File: src/rtl/pixel_cvt.sv
// RGB colour-space converter: bypass, gray (Y), YCbCr (BT.601) or binary threshold.
// Three-stage free-running pipeline; mode/threshold tags travel with each pixel.
module pixel_cvt #(
  parameter int unsigned DW = 8
) (
  input  logic            clk,
  input  logic            rst_n,
  input  logic [3*DW-1:0] din,
  input  logic            de_in,
  input  logic            hs_in,
  input  logic            vs_in,
  input  logic [1:0]      mode,
  input  logic [DW-1:0]   thresh,
  output logic [3*DW-1:0] dout,
  output logic            de_out,
  output logic            hs_out,
  output logic            vs_out,
  output logic [1:0]      mode_act
);

  localparam int unsigned PW     = DW + 9;
  localparam int unsigned SW     = DW + 11;
  localparam int          Coef [9] = '{77, 150, 29, -43, -85, 128, 128, -107, -21};
  localparam int          Offset = 1 << (DW - 1);
  localparam int          MaxInt = (1 << DW) - 1;

  logic            r_vs_d;
  logic [1:0]      r_mode_act;
  logic [DW-1:0]   r_thr_act;

  // Mode and threshold only change on a vsync rising edge.
  always_ff @(posedge clk or negedge rst_n) begin
    if (!rst_n) begin
      r_vs_d     <= 1'b0;
      r_mode_act <= 2'd1;
      r_thr_act  <= '0;
    end else begin
      r_vs_d <= vs_in;
      if (vs_in && !r_vs_d) begin
        r_mode_act <= mode;
        r_thr_act  <= thresh;
      end
    end
  end

  assign mode_act = r_mode_act;

  // Stage 1: capture pixel, strobes and the tags in force when the pixel entered
  logic [3*DW-1:0] r_s1_pix;
  logic            r_s1_de, r_s1_hs, r_s1_vs;
  logic [1:0]      r_s1_mode;
  logic [DW-1:0]   r_s1_thr;

  always_ff @(posedge clk or negedge rst_n) begin
    if (!rst_n) begin
      r_s1_pix  <= '0;
      r_s1_de   <= 1'b0;
      r_s1_hs   <= 1'b0;
      r_s1_vs   <= 1'b0;
      r_s1_mode <= '0;
      r_s1_thr  <= '0;
    end else begin
      r_s1_pix  <= din;
      r_s1_de   <= de_in;
      r_s1_hs   <= hs_in;
      r_s1_vs   <= vs_in;
      r_s1_mode <= r_mode_act;
      r_s1_thr  <= r_thr_act;
    end
  end

  logic signed [PW-1:0] w_chan [3];

  for (genvar c = 0; c < 3; c++) begin : g_chan
    assign w_chan[c] = $signed({{(PW - DW){1'b0}}, r_s1_pix[(3-c)*DW-1 -: DW]});
  end

  // Stage 2: nine coefficient products, rows ordered Y, Cb, Cr
  logic signed [PW-1:0] r_s2_prod [9];
  logic [3*DW-1:0]      r_s2_pix;
  logic                 r_s2_de, r_s2_hs, r_s2_vs;
  logic [1:0]           r_s2_mode;
  logic [DW-1:0]        r_s2_thr;

  always_ff @(posedge clk or negedge rst_n) begin
    if (!rst_n) begin
      for (int i = 0; i < 9; i++) r_s2_prod[i] <= '0;
      r_s2_pix  <= '0;
      r_s2_de   <= 1'b0;
      r_s2_hs   <= 1'b0;
      r_s2_vs   <= 1'b0;
      r_s2_mode <= '0;
      r_s2_thr  <= '0;
    end else begin
      for (int i = 0; i < 9; i++) r_s2_prod[i] <= w_chan[i % 3] * PW'(Coef[i]);
      r_s2_pix  <= r_s1_pix;
      r_s2_de   <= r_s1_de;
      r_s2_hs   <= r_s1_hs;
      r_s2_vs   <= r_s1_vs;
      r_s2_mode <= r_s1_mode;
      r_s2_thr  <= r_s1_thr;
    end
  end

  // Stage 3: round, scale, offset chroma, clamp, then select per mode tag
  logic signed [SW-1:0] w_sum [3];
  logic [DW-1:0]        w_ch  [3];
  logic [3*DW-1:0]      w_pix;

  always_comb begin
    for (int k = 0; k < 3; k++) begin
      w_sum[k] = ((SW'(r_s2_prod[3*k]) + SW'(r_s2_prod[3*k+1]) + SW'(r_s2_prod[3*k+2])
                  + SW'(128)) >>> 8) + ((k == 0) ? SW'(0) : SW'(Offset));
      if (w_sum[k] < 0) begin
        w_ch[k] = '0;
      end else if (w_sum[k] > SW'(MaxInt)) begin
        w_ch[k] = '1;
      end else begin
        w_ch[k] = w_sum[k][DW-1:0];
      end
    end

    w_pix = '0;
    if (r_s2_de) begin
      case (r_s2_mode)
        2'd0:    w_pix = r_s2_pix;
        2'd1:    w_pix = {w_ch[0], {(2*DW){1'b0}}};
        2'd2:    w_pix = {w_ch[0], w_ch[1], w_ch[2]};
        default: w_pix = (w_ch[0] >= r_s2_thr) ? '1 : '0;
      endcase
    end
  end

  always_ff @(posedge clk or negedge rst_n) begin
    if (!rst_n) begin
      dout   <= '0;
      de_out <= 1'b0;
      hs_out <= 1'b0;
      vs_out <= 1'b0;
    end else begin
      dout   <= w_pix;
      de_out <= r_s2_de;
      hs_out <= r_s2_hs;
      vs_out <= r_s2_vs;
    end
  end

endmodule

File: config.mk
export PLATFORM = sky130hd
export DESIGN_NAME = pixel_cvt
export DESIGN_NICKNAME = d
export VERILOG_FILES = /design/src/rtl/pixel_cvt.sv
export SDC_FILE = /design/constraint.sdc
export NUM_CORES = 1
export LEC_CHECK = 0
export CAP_MARGIN = 5
export CORE_ASPECT_RATIO = 1.5
export CORE_MARGIN = 2
export CORE_UTILIZATION = 60
export CTS_BUF_LIST = sky130_fd_sc_hd__clkbuf_16
export DETAILED_ROUTE_END_ITERATION = 7
export PLACE_DENSITY = 0.79
export SLEW_MARGIN = 20
export SYNTH_ARGS = -nofsm -noshare
export SYNTH_HDL_FRONTEND = slang
export SYNTH_SLANG_ARGS = --single-unit
File: constraint.sdc
create_clock -name clk -period 8.1 [get_ports clk]
set_input_delay 1.215 -clock clk [delete_from_list [all_inputs] [get_ports clk]]
set_output_delay 1.215 -clock clk [all_outputs]
set_load 0.03 [all_outputs]
==> impl_metrics.csv <==
group,metric,value,unit
placement,gp_congestion,0.971,
drt,ant_nets,0,
grt,antenna_found_initial,0,
timing,slew_violations,0,
timing,post-route-min-period,4930,ps
layout,seqCellArea,5130,um^2
yosys,yosysTopAreaCell,"dfrtp_1",
critical_path,endpoint_kind,"register",
yosys,yosys_warnings,0,
drt,vias,11700,
drt,drc,0,
drt,post_drt_wl_per_cell,18.1,um
placement,placed_area,18100,um^2
critical_path,worstSetupPathType,"register to register",
yosys,synth-edff-count,0,
yosys,synth_common_cells,"ha_1, inv_1, dfrtp_1",
critical_path,reg2regPathDepth,20,
layout,fill_cells,2108,
cts,cts_max_path_buffers,3,
floorplanning,die_x,141,um
timing,fmax,0.203,GHz
status,status,"finished, final reports clean",
cts,postCtsSetupBuffers,0,
yosys,yosys-top-cells-area,"dfrtp_1, ha_1, fa_1, inv_1, xnor2_1",
timing,fin_skew,31.9,ps
timing,finalHoldViolations,0,
cts,path_clk_slew,60,ps
floorplanning,die_h,210,um
cts,cts_hold_buf,0,
hold_path,hold_path_class,"register to register",
layout,final_util,67.4,%
floorplanning,core-area,28000,um^2
critical_path,critPathMaxFanout,16,
grt,grt_max_degree,77,
grt,grt_pass1_wl,60.9,mm
critical_path,cp-start-kind,"register",
floorplanning,pin_count,68,
cts,cts_resized,0,
yosys,synth_flop_cell,"dfrtp_1",
floorplanning,rows,75,
grt,grt_pass1_vias,12400,
drt,dr.pass1.iters,5,
yosys,async_flop_share,100,%
yosys,syn_nets,2127,
yosys,syn_area_per_cell,10.5,um^2
timing,final-setup-viol-count,0,
yosys,ys_seq_elements,205,
job,cap_violations,0,
layout,antennaDiodeCount,0,
yosys,synth_cell_type_count,73,
placement,numPortBuffers,67,
cts,cts_root_buf,"clkbuf_16",
layout,multiInputGateArea,10600,um^2
cts,h-tree-depth,1,
grt,grt_overflow_total,0,
cts,clk_latency,540,ps
critical_path,crit_arrival,5340,ps
timing,slew_headroom,35.0,%
yosys,yosys.area.top_type_share,30.0,%
floorplanning,dieArea,29700,um^2
hold_path,holdPathStages,0,
timing,finalSetupTns,0,ps
layout,fin_nets,2210,
drt,finalWirelength,37.2,mm
yosys,synth_cells,1615,
yosys,yosysMostFrequentCell,"ha_1",
yosys,syn-cell-area,17000,um^2
timing,max_slew.worst_pin.slew,972,ps
cts,tritoncts,"built",
layout,design_area,18800,um^2
drt,drtIter0Drc,573,
cts,cts_num_sinks,205,
timing,hold_slack,344,ps
floorplanning,start_util,60.8,%
yosys,seq_area_frac_synth,30.2,%
timing,rsz0062_at_grt,"no",
drt,vias_per_cell,5.68,
layout,synthToLayoutAreaGrowth,10.7,%
layout,final_layout_size_suffix_gt1_share,4.14,%
grt,grtUsageTotal,26.2,%
cts,cts-buffers-inserted,22,
timing,timing.final.crit_share,60.9,%
placement,dp_hpwl,30.7,mm
critical_path,critPathRequiredTime,8510,ps
## layout by cell type (no fill, tap or decap), drive strengths merged, types with 8 or more instances in the layout
cell type,count
ha,374
inv,331
dfrtp,204
fa,99
a21oi,84
clkdlybuf4s50,66
xnor2,60
nor2,52
nand2,49
o21ai,37
nor3,30
xor2,23
o21bai,23
clkbuf,23
a21o,20
nand3,19
a211oi,17
nor2b,15
o211ai,12
mux2,11
o221ai,11
o21a,10
clkinv,10
nand2b,9
and2,8
a31oi,8
## final timing paths
check | from | slack, ps | endpoint
hold reg to reg | r_s1_mode[1] | 340 | r_s2_mode[1]
setup reg to reg | r_s2_prod[106] | 3170 | dout[1]
min in group asynchronous | rst_n | 640 | r_s2_vs
setup / recovery | r_s2_prod[106] | 3170 | dout[1]
hold / removal | r_s1_mode[1] | 340 | r_s2_mode[1]
max in group asynchronous | rst_n | 6140 | dout[5]
## metal layers
layer	track usage, %	wire length [um]	vias up
met5	0	0	-
li1	-	-	5619
met3	2.54	1230	125
met4	16.5	2590	0
met1	29.3	13900	5682
met2	47.6	19500	262
## worst max-delay path, stage by stage, from the launching register on
cell and delay (ps):
dfrtp_1 330, inv_1 50, fa_1 530, inv_1 40, ha_1 290, ha_1 330, a21oi_2 140, o21ai_2 90
a2111oi_4 460, o31ai_1 170, o21ai_2 340, and2_1 210, ha_1 230, nand2b_1 140, a21oi_1 160, nor2b_1 60
o21ai_0 150, a21oi_1 120, o21ai_2 630, o22a_1 260, o21ai_0 80
## layout make-up
type	instances	area share, %
clock buffers	22	2.92
clock inverters	17	0.990
inverters	327	6.52
multi-input cells	1072	56.3
flip-flops and latches	205	27.2
well taps	346	2.30
repair buffers	70	3.70
## sequential cells by signal, indices dropped and copies added, names as in the netlist, 2 cells and up
register / cells
r_thr_act: 8
r_s1_pix: 24
r_s2_thr: 8
mode_act: 2
r_s1_thr: 8
r_s1_mode: 2
r_s2_prod: 95
r_s2_pix: 23
r_s2_mode: 2
dout: 24
## kinds of logic after synthesis
kind of cell / share of synthesized area, %
simple gates: 6.89
fa+ha+maj: 39.2
xor+xnor: 4.27
mux: 0.728
compound gates: 11.3
buf+inv: 7.47
flops: 30.2
## stage by stage
| stage | instances | setup slack [ps] |
|---|---|---|
| after floorplan | 1615 | 3730 |
| after global placement | 2020 | 3010 |
| after detailed placement | 2020 | 2840 |
| after CTS | 2059 | 2850 |
| after global routing | 2059 | 2760 |
| final | 2059 | 3170 |
Power is not shown: default switching activity piles up to over one toggle a cycle in this logic, so the estimate is an artifact.
